`config.mk`:
```
export PLATFORM = sky130hd
export DESIGN_NAME = fetch_queue_flat
export DESIGN_NICKNAME = d
export VERILOG_FILES = /design/src/rtl/fetch_pkg.sv /design/src/rtl/fetch_queue_if.sv /design/src/rtl/fetch_queue_mem.sv /design/src/rtl/fetch_queue.sv /design/src/flat_wrapper.sv
export SDC_FILE = /design/constraint.sdc
export NUM_CORES = 1
export LEC_CHECK = 0
export CAP_MARGIN = 40
export CORE_ASPECT_RATIO = 0.7
export CORE_MARGIN = 5
export CORE_UTILIZATION = 45
export DETAILED_ROUTE_END_ITERATION = 7
export PLACE_DENSITY_LB_ADDON = 0.08
export REMOVE_ABC_BUFFERS = 1
export SKIP_CTS_REPAIR_TIMING = 1
export SYNTH_ARGS = -nofsm -noshare
export SYNTH_HDL_FRONTEND = slang
export SYNTH_SLANG_ARGS = --single-unit
```
`constraint.sdc`:
```
create_clock -name clk -period 2.96 [get_ports clk]
set_input_delay 0.592 -clock clk [delete_from_list [all_inputs] [get_ports clk]]
set_output_delay 0.592 -clock clk [all_outputs]
set_load 0.005 [all_outputs]
```
`src/rtl/fetch_pkg.sv`:
```
// Shared fetch-path types and sizes used by fetch, fetch_queue and decode.
package fetch_pkg;
  localparam int INSTR_W  = 9;
  localparam int FQ_DEPTH = 4;

  typedef logic [INSTR_W-1:0] instr_t;
endpackage

```
`src/rtl/fetch_queue_if.sv`:
```
// Fetch-to-decode queue bundle; master is the fetch/decode side, slave is the queue.
interface fetch_queue_if #(
  parameter int WIDTH = fetch_pkg::INSTR_W,
  parameter int CNT_W = $clog2(fetch_pkg::FQ_DEPTH) + 1
);
  logic             in_valid;
  logic [WIDTH-1:0] in_instr;
  logic             in_ready;
  logic             flush;
  logic             out_valid;
  logic [WIDTH-1:0] out_instr;
  logic             out_ready;
  logic [CNT_W-1:0] count;

  modport master (
    output in_valid, in_instr, flush, out_ready,
    input  in_ready, out_valid, out_instr, count
  );

  modport slave (
    input  in_valid, in_instr, flush, out_ready,
    output in_ready, out_valid, out_instr, count
  );
endinterface

```
`src/rtl/fetch_queue_mem.sv`:
```
// Queue storage: DEPTH x WIDTH register array, synchronous write, asynchronous read.
// Contents are not reset; validity is tracked by the occupancy count in the parent.
module fetch_queue_mem
  import fetch_pkg::*;
#(
  parameter int WIDTH = INSTR_W,
  parameter int DEPTH = FQ_DEPTH,
  parameter int AW    = $clog2(DEPTH)
) (
  input  logic             clk,
  input  logic             we,
  input  logic [AW-1:0]    waddr,
  input  logic [WIDTH-1:0] wdata,
  input  logic [AW-1:0]    raddr,
  output logic [WIDTH-1:0] rdata
);
  logic [WIDTH-1:0] mem [DEPTH];

  always_ff @(posedge clk) begin
    if (we) mem[waddr] <= wdata;
  end

  assign rdata = mem[raddr];
endmodule

```
`src/rtl/fetch_queue.sv`:
```
// Instruction FIFO between fetch and decode; 1-cycle push-to-head latency, in_ready = !full
// (state-only, no path from out_ready); flush empties in one cycle. Optional FETCH_QUEUE_STATS_EN.
module fetch_queue
  import fetch_pkg::*;
#(
  parameter int WIDTH = INSTR_W,
  parameter int DEPTH = FQ_DEPTH,
  parameter int CNT_W = $clog2(DEPTH) + 1
) (
  input  logic          clk,
  input  logic          reset,
  fetch_queue_if.slave  q
`ifdef FETCH_QUEUE_STATS_EN
  ,
  output logic [15:0]   stall_cycles
`endif
);
  localparam int AW = $clog2(DEPTH);

  logic [AW-1:0]    wr_ptr;
  logic [AW-1:0]    rd_ptr;
  logic [CNT_W-1:0] count_q;
  logic             full;
  logic             empty;
  logic             push;
  logic             pop;
  logic [WIDTH-1:0] rdata;

  assign full  = (count_q == CNT_W'(DEPTH));
  assign empty = (count_q == '0);

  // Flush wins: the incoming instruction is wrong-path and the head is not consumed.
  assign push = q.in_valid && !full && !q.flush;
  assign pop  = q.out_ready && !empty && !q.flush;

  assign q.in_ready  = !full;
  assign q.out_valid = !empty;
  assign q.out_instr = empty ? '0 : rdata;
  assign q.count     = count_q;

  fetch_queue_mem #(
    .WIDTH (WIDTH),
    .DEPTH (DEPTH),
    .AW    (AW)
  ) u_mem (
    .clk   (clk),
    .we    (push),
    .waddr (wr_ptr),
    .wdata (q.in_instr),
    .raddr (rd_ptr),
    .rdata (rdata)
  );

  always_ff @(posedge clk or posedge reset) begin
    if (reset) begin
      wr_ptr  <= '0;
      rd_ptr  <= '0;
      count_q <= '0;
    end else if (q.flush) begin
      wr_ptr  <= '0;
      rd_ptr  <= '0;
      count_q <= '0;
    end else begin
      if (push) wr_ptr <= wr_ptr + 1'b1;
      if (pop)  rd_ptr <= rd_ptr + 1'b1;
      case ({push, pop})
        2'b10:   count_q <= count_q + 1'b1;
        2'b01:   count_q <= count_q - 1'b1;
        default: count_q <= count_q;
      endcase
    end
  end

`ifdef FETCH_QUEUE_STATS_EN
  logic [15:0] stall_q;

  // Counts cycles fetch is held off by a full queue; survives flush, saturates.
  always_ff @(posedge clk or posedge reset) begin
    if (reset) begin
      stall_q <= '0;
    end else if (q.in_valid && full && !q.flush && (stall_q != 16'hFFFF)) begin
      stall_q <= stall_q + 16'd1;
    end
  end

  assign stall_cycles = stall_q;
`endif

  a_count_bound: assert property (@(posedge clk) disable iff (reset)
    count_q <= CNT_W'(DEPTH));
  a_no_pop_empty: assert property (@(posedge clk) disable iff (reset)
    !(pop && empty));
endmodule

```
`src/flat_wrapper.sv`:
```
// flat-port wrapper written by rule: the top's interface ports become plain ports
module fetch_queue_flat import fetch_pkg::*;
#(
  parameter int WIDTH = INSTR_W,
  parameter int DEPTH = FQ_DEPTH,
  parameter int CNT_W = $clog2(DEPTH) + 1
)
  (clk, reset, q_in_valid, q_in_instr, q_flush, q_out_ready, q_in_ready, q_out_valid, q_out_instr, q_count);
  fetch_queue_if #(.WIDTH(WIDTH), .CNT_W(CNT_W)) q_i ();
  input  logic clk;
  input  logic reset;
  input wire logic [$bits(q_i.in_valid)-1:0] q_in_valid;
  input wire logic [$bits(q_i.in_instr)-1:0] q_in_instr;
  input wire logic [$bits(q_i.flush)-1:0] q_flush;
  input wire logic [$bits(q_i.out_ready)-1:0] q_out_ready;
  output wire logic [$bits(q_i.in_ready)-1:0] q_in_ready;
  output wire logic [$bits(q_i.out_valid)-1:0] q_out_valid;
  output wire logic [$bits(q_i.out_instr)-1:0] q_out_instr;
  output wire logic [$bits(q_i.count)-1:0] q_count;
  assign q_i.in_valid = q_in_valid;
  assign q_i.in_instr = q_in_instr;
  assign q_i.flush = q_flush;
  assign q_i.out_ready = q_out_ready;
  assign q_in_ready = q_i.in_ready;
  assign q_out_valid = q_i.out_valid;
  assign q_out_instr = q_i.out_instr;
  assign q_count = q_i.count;
  fetch_queue #(.WIDTH(WIDTH), .DEPTH(DEPTH), .CNT_W(CNT_W)) u_core (.clk(clk), .reset(reset), .q(q_i));
endmodule
```
==> results of run 1 <==
## sequential cells by signal, summed over array words and instances, names as in the netlist
signal / flops
u_core.q.count: 3
u_core.rd_ptr: 2
u_core.u_mem.mem: 36
u_core.wr_ptr: 2
## cells in the final DEF (no fill, tap or decap), types with 2 or more instances in the layout
cell type                         instances
sky130_fd_sc_hd__nor3_1                   2
sky130_fd_sc_hd__mux4_2                   9
sky130_fd_sc_hd__dfrtp_1                  7
sky130_fd_sc_hd__buf_4                    5
sky130_fd_sc_hd__clkbuf_8                 5
sky130_fd_sc_hd__nand2_1                  2
sky130_fd_sc_hd__nor2b_1                  9
sky130_fd_sc_hd__xor2_1                   2
sky130_fd_sc_hd__nand2b_1                 2
sky130_fd_sc_hd__clkinvlp_4               2
sky130_fd_sc_hd__o2111ai_1                2
sky130_fd_sc_hd__ha_1                     4
sky130_fd_sc_hd__and2_1                   4
sky130_fd_sc_hd__o21ai_0                  2
sky130_fd_sc_hd__edfxtp_1                36
sky130_fd_sc_hd__a21oi_1                  3
sky130_fd_sc_hd__inv_1                    8
sky130_fd_sc_hd__nor2_1                   4
sky130_fd_sc_hd__nand3_1                  4
sky130_fd_sc_hd__clkdlybuf4s50_1         27
## routing by layer
metal | vias to the layer above | share of wire (%) | wire length, microns
met5 | - | 0 | 0
met4 | 0 | 1.9 | 68
met3 | 7 | 5.9 | 207
met2 | 33 | 46 | 1610
met1 | 563 | 46 | 1610
li1 | 518 | - | -
## final timing paths
kind | start | endpoint
max in group asynchronous | reset | u_core.wr_ptr[0]
setup reg to reg | u_core.q.count[0] | u_core.q.count[2]
setup / recovery | u_core.rd_ptr[0] | q_out_instr[7]
min in group clk | u_core.wr_ptr[1] | u_core.wr_ptr[1]
hold reg to reg | u_core.wr_ptr[1] | u_core.wr_ptr[1]
hold / removal | reset | u_core.rd_ptr[1]
## logic make-up after synthesis
group | synth area share [%]
AO/OA/AOI/OAI | 4.95
XOR/XNOR | 1.35
adder cells (fa/ha/maj) | 3.60
buffers and inverters | 5.14
flip-flops | 64.5
multiplexers | 11.0
AND/OR/NAND/NOR | 9.45
## critical path, cell delays in order, from the launching register on
cell	delay, ns
sky130_fd_sc_hd__dfrtp_1	0.39
sky130_fd_sc_hd__buf_4	0.25
sky130_fd_sc_hd__mux4_2	0.51
sky130_fd_sc_hd__nor2b_1	0.16
sky130_fd_sc_hd__clkdlybuf4s50_1	0.44
## through the flow
step / power, uW / util, % / cells / hold slack, ns / setup WS [ns]
2_1_floorplan: 809 / - / 115 / 0.395 / 0.876
3_3_place_gp: 920 / 53.0 / 202 / 0.583 / 0.509
3_5_place_dp: 926 / 53.0 / 202 / 0.591 / 0.454
4_1_cts: 1290 / 55.1 / 210 / 0.545 / 0.294
5_1_grt: 1340 / 55.1 / 210 / 0.577 / 0.200
6_report: 1280 / 55.1 / 210 / 0.539 / 0.326
## power groups by stage
stage | clock network, uW | registers (uW) | logic (uW)
after floorplan | 0 | 715 | 94.2
after global placement | 0 | 711 | 209
after detailed placement | 0 | 713 | 213
after CTS | 376 | 699 | 214
after global routing | 409 | 703 | 233
final | 366 | 699 | 210
## layout make-up
| class | count | area share, % |
|---|---|---|
| Clock inverter | 3 | 0.855 |
| Clock buffer | 5 | 2.94 |
| Tap cell | 55 | 2.94 |
| Timing Repair Buffer | 32 | 13.1 |
| Inverter | 8 | 1.28 |
| Multi-Input combinational cell | 64 | 25.2 |
| Sequential cell | 43 | 53.6 |
## cell usage after synthesis
master,n,area [sq um]
sky130_fd_sc_hd__a211oi_1,1,7.51
sky130_fd_sc_hd__or4_1,1,7.51
sky130_fd_sc_hd__o2111ai_1,2,17.5
sky130_fd_sc_hd__xnor2_1,1,8.76
sky130_fd_sc_hd__o21a_1,1,7.51
sky130_fd_sc_hd__nand3_1,4,20.0
sky130_fd_sc_hd__a31oi_1,1,6.26
sky130_fd_sc_hd__or2_2,1,6.26
sky130_fd_sc_hd__o21bai_1,1,7.51
sky130_fd_sc_hd__dfrtp_1,7,175
sky130_fd_sc_hd__ha_1,4,50.1
sky130_fd_sc_hd__mux2_2,1,11.3
sky130_fd_sc_hd__nand2b_1,2,12.5
sky130_fd_sc_hd__xor2_1,2,17.5
sky130_fd_sc_hd__edfxtp_1,36,1080
sky130_fd_sc_hd__a21oi_1,3,15.0
sky130_fd_sc_hd__fa_1,1,20.0
sky130_fd_sc_hd__o311ai_0,1,8.76
sky130_fd_sc_hd__and2_1,4,25.0
sky130_fd_sc_hd__nor3_1,2,10.0
sky130_fd_sc_hd__o31ai_1,1,7.51
sky130_fd_sc_hd__buf_6,5,56.3
sky130_fd_sc_hd__nor3_2,1,10.0
sky130_fd_sc_hd__mux4_2,9,203
sky130_fd_sc_hd__nor3b_1,1,7.51
sky130_fd_sc_hd__o21ai_0,2,10.0
sky130_fd_sc_hd__buf_2,2,10.0
sky130_fd_sc_hd__buf_1,1,3.75
sky130_fd_sc_hd__nor2b_1,9,56.3
sky130_fd_sc_hd__nand2_1,2,7.51
sky130_fd_sc_hd__nor2_1,4,15.0
sky130_fd_sc_hd__inv_1,8,30.0
sky130_fd_sc_hd__nor2_2,1,6.26
sky130_fd_sc_hd__o221ai_1,1,8.76
==> flow_summary.ini, run 1 <==
[outcome]
result_of_the_run = completed

[cells_and_area]
multi_input_area_sq_um = 591
nNetsFinal = 173
summed_area_of_non_filler_cells_in_the_final_layout_sq_um = 2340
area_growth_pct = 20.3
fill_cell_instance_count_of_the_final_layout = 358
antennaDiodeCount = 0
layout-drive-gt1-share_pct = 16.8
sequential_cell_area_sq_um = 1260

[global_routing]
groute.usage.overall_pct = 14.1
m3_gr_usage_pct = 4.19
grt_start_max_net_pins = 15
globalRoute.totalOverflow = 0
grt_use_met1_pct = 19.9
grt_antenna_before_repair = 0
grt.busiest_layer = met2
use_met2_pct = 20.1
first_pass_grt_wire_length_mm = 5.69
grt_pass1_vias = 1142

[synthesis]
post_synth_inst_count = 123
synth_seq_area_share_pct = 64.5
syn-mean-instance-area_sq_um = 15.8
synthesis_stage_register_bit_count = 43
ys.warnings.count = 0
netlist-cell-type-count = 34
combined_area_of_all_synthesized_cells_sq_um = 1950

[sta]
skew_ns = 0.00581
timing.final.hold_violations = 0
finalSetupViolCount = 0
rsz0062_at_grt = false
worst_pin_slew_ns = 0.479
period_needed_ns = 2.63
setup_total_negative_slack_ns = 0
timing.slew.headroom_pct = 68.1
final_min_period_over_clock_period_pct = 89.0
maxClockFrequency_mhz = 380
report.final.slew_viol_count = 0

[critical_path]
path_class = flop to output port
timing.critical_path.required_ns = 2.37
timing.critical_path.fanout_max = 10
worst_r2r_path_depth = 5
worstSetupEndpointType = output port
critPathLaunchType = flop
critical_path_arrival_ns = 2.04
reg2reg_setup_slack_ns = 0.67

[pwr]
power.internal_uw = 964
power_per_standard_cell_area_nw_per_um2 = 545
power_switching_share_pct = 24.4
pwr-share-seq_pct = 54.8
power_frac_comb_pct = 16.5
power.ir.vdd_worst_mv = 0.349
p_sw_uw = 312
clkPwrFrac_pct = 28.7
p_leak_uw = 0.000794

[job]
timing.max_cap.violations = 0

[clock_network]
cts-root-buf = sky130_fd_sc_hd__clkbuf_8
worst_skew_pair.late_latency_ns = 0.29
clock_path_buffers = 2
clock_tree.htree_level_count = 2
worst_setup_hold_path_clk_slew_ns = 0.08
tritoncts_num_sinks = 43
cts_inserted_buffers = 5
cts_tree = yes

[detailed_routing]
drt_pass1_iterations = 4
detail-route-antenna-nets = 0
average_detailed_routed_wire_length_per_instance_microns = 16.7
drc_violation_count_after_routing = 0
drt-vias-per-instance = 5.34
drt-initial-drc-count = 96
route.vias.total = 1121
routed_wl_mm = 3.50

[place]
dpl.hpwl_mm = 2.45
buffer_ports.inserted = 27
place_congestion = 0.724
placedInstanceArea_sq_um = 2250

[die]
total_die_area_sq_um = 5760
die_width_microns = 88.6
die_h_microns = 65.0
core.rowCount = 20
initial_core_util_pct = 45.8
ioPinCount = 28
core_area_sq_um = 4250

[min_path]
holdCritPathClass = input port to async pin
(Power assumes the default switching activity.)
==> inputs of run 2 (changes only) <==
--- a/config.mk
+++ b/config.mk
@@ -7,8 +7,9 @@
 export LEC_CHECK = 0
 export CAP_MARGIN = 40
 export CORE_ASPECT_RATIO = 0.7
-export CORE_MARGIN = 5
+export CORE_MARGIN = 4
 export CORE_UTILIZATION = 45
+export CTS_BUF_LIST = sky130_fd_sc_hd__clkbuf_8
 export DETAILED_ROUTE_END_ITERATION = 7
 export PLACE_DENSITY_LB_ADDON = 0.08
 export REMOVE_ABC_BUFFERS = 1
==> flow_summary.ini, run 2 (synthesis gave the netlist of run 1 again) <==
[sta]
worst_pin_slew_ns = 0.484
maxClockFrequency_mhz = 367
timing.slew.headroom_pct = 67.4
setup_total_negative_slack_ns = 0
hold-worst-slack_ns = 0.531
final_min_period_over_clock_period_pct = 92.2
timing.final.hold_violations = 0
finalSetupViolCount = 0
rsz0062_at_grt = false
skew_ns = 0.00589
report.final.slew_viol_count = 0
period_needed_ns = 2.73

[pwr]
power.internal_uw = 1050
power.ir.vdd_worst_mv = 0.318
p_leak_uw = 0.000809
power_per_standard_cell_area_nw_per_um2 = 571
power_switching_share_pct = 22.3
power_frac_comb_pct = 15.1
p_sw_uw = 301
fin_total_pwr_uw = 1350
pwr-share-seq_pct = 52.1
clkPwrFrac_pct = 32.8

[min_path]
holdCritPathClass = input port to async pin

[critical_path]
timing.critical_path.fanout_max = 7
worstSetupEndpointType = output port
critical_path_arrival_ns = 2.14
path_class = flop to output port
timing.critical_path.required_ns = 2.37
critPathLaunchType = flop

[die]
core.rowCount = 19
die_width_microns = 86.6
total_die_area_sq_um = 5460
initial_core_util_pct = 48.2
core_area_sq_um = 4040
die_h_microns = 63.0
ioPinCount = 28

[detailed_routing]
route.vias.total = 1089
drt_pass1_iterations = 4
drt-initial-drc-count = 86
average_detailed_routed_wire_length_per_instance_microns = 16.5
detail-route-antenna-nets = 0
routed_wl_mm = 3.41
drc_violation_count_after_routing = 0
drt-vias-per-instance = 5.26

[global_routing]
globalRoute.totalOverflow = 0
first_pass_grt_wire_length_mm = 5.77
grt_start_max_net_pins = 15
grt_pass1_vias = 1119
grt_antenna_before_repair = 0
groute.usage.overall_pct = 14.3

[clock_network]
cts_tree = yes
worst_setup_hold_path_clk_slew_ns = 0.08
clock_tree.htree_level_count = 2
tritoncts_num_sinks = 43
cts_inserted_buffers = 5
cts-root-buf = sky130_fd_sc_hd__clkbuf_8
clock_path_buffers = 2
worst_skew_pair.late_latency_ns = 0.29

[cells_and_area]
summed_area_of_non_filler_cells_in_the_final_layout_sq_um = 2360
flip_flop_count_of_the_largest_register_after_layout = 36
leading_cell_type_in_the_layout_fill_and_taps_excluded = sky130_fd_sc_hd__edfxtp_1
area_growth_pct = 21.2
layout-drive-gt1-share_pct = 16.1
nNetsFinal = 173
antennaDiodeCount = 0
largest_register_by_flop_count = u_core.u_mem.mem
mostFrequentLayoutCells = sky130_fd_sc_hd__edfxtp_1, sky130_fd_sc_hd__clkdlybuf4s50_1, sky130_fd_sc_hd__inv_1, sky130_fd_sc_hd__mux4_2, sky130_fd_sc_hd__nor2b_1

[outcome]
result_of_the_run = completed

[place]
buffer_ports.inserted = 27
dpl.hpwl_mm = 2.48
placedInstanceArea_sq_um = 2250
place_congestion = 0.740

[job]
timing.max_cap.violations = 0
## run 2: cell types whose count changed in the layout (fill, tap and decap cells not counted), sizes merged
cell	before	now
bufinv	0	1
clkinv	1	0
clkinvlp	2	1
inv	8	9
## run 2: path summary, 6_finish.rpt
kind	from	endpoint	slack [ns]	depth (start not counted)
min in group clk	u_core.wr_ptr[1]	u_core.wr_ptr[1]	0.61	2
worst max register to register	u_core.q.count[0]	u_core.q.count[2]	0.61	5
worst max-delay path	u_core.rd_ptr[0]	q_out_instr[4]	0.23	4
worst min-delay path	reset	u_core.q.count[2]	0.53	2
max in group asynchronous	reset	u_core.q.count[1]	2.20	2
worst min register to register	u_core.wr_ptr[1]	u_core.wr_ptr[1]	0.61	2
## run 2: final cells by class
type	count	area [sq um]
Inverter	8	30.0
Clock inverter	3	41.3
Timing Repair Buffer	32	308
Sequential cell	43	1260
Fill cell	325	1680
Tap cell	52	65.1
Clock buffer	5	68.8
Multi-Input combinational cell	64	591
## run 2: layer usage
layer / vias up / GRT usage (%) / routed length (microns)
met5: - / 0 / 0
met4: 0 / 5.84 / 66
met3: 7 / 4.22 / 143
met2: 20 / 21.6 / 1650
met1: 543 / 19.3 / 1560
li1: 519 / - / -
## run 2: power groups by stage
stage,clock (uW),sequential [uW],combinational (uW)
finish,442,702,204
global route,488,705,227
CTS,457,702,209
detailed placement,0,716,208
global placement,0,714,203
floorplan,0,715,94.2
## run 2: metrics by stage
step                      instances  setup slack (ns)  util (%)
after floorplan                 115             0.876         -
after global placement          199             0.425      55.7
after detailed placement        199             0.386      55.7
after CTS                       207             0.188      58.4
after global routing            207             0.111      58.4
final                           207             0.232      58.4
## run 2: critical path: stages, from the launching register on
cell and delay (ns):
sky130_fd_sc_hd__dfrtp_1 0.49, sky130_fd_sc_hd__buf_4 0.25, sky130_fd_sc_hd__mux4_2 0.51, sky130_fd_sc_hd__nor2b_1 0.15, sky130_fd_sc_hd__clkdlybuf4s50_1 0.44
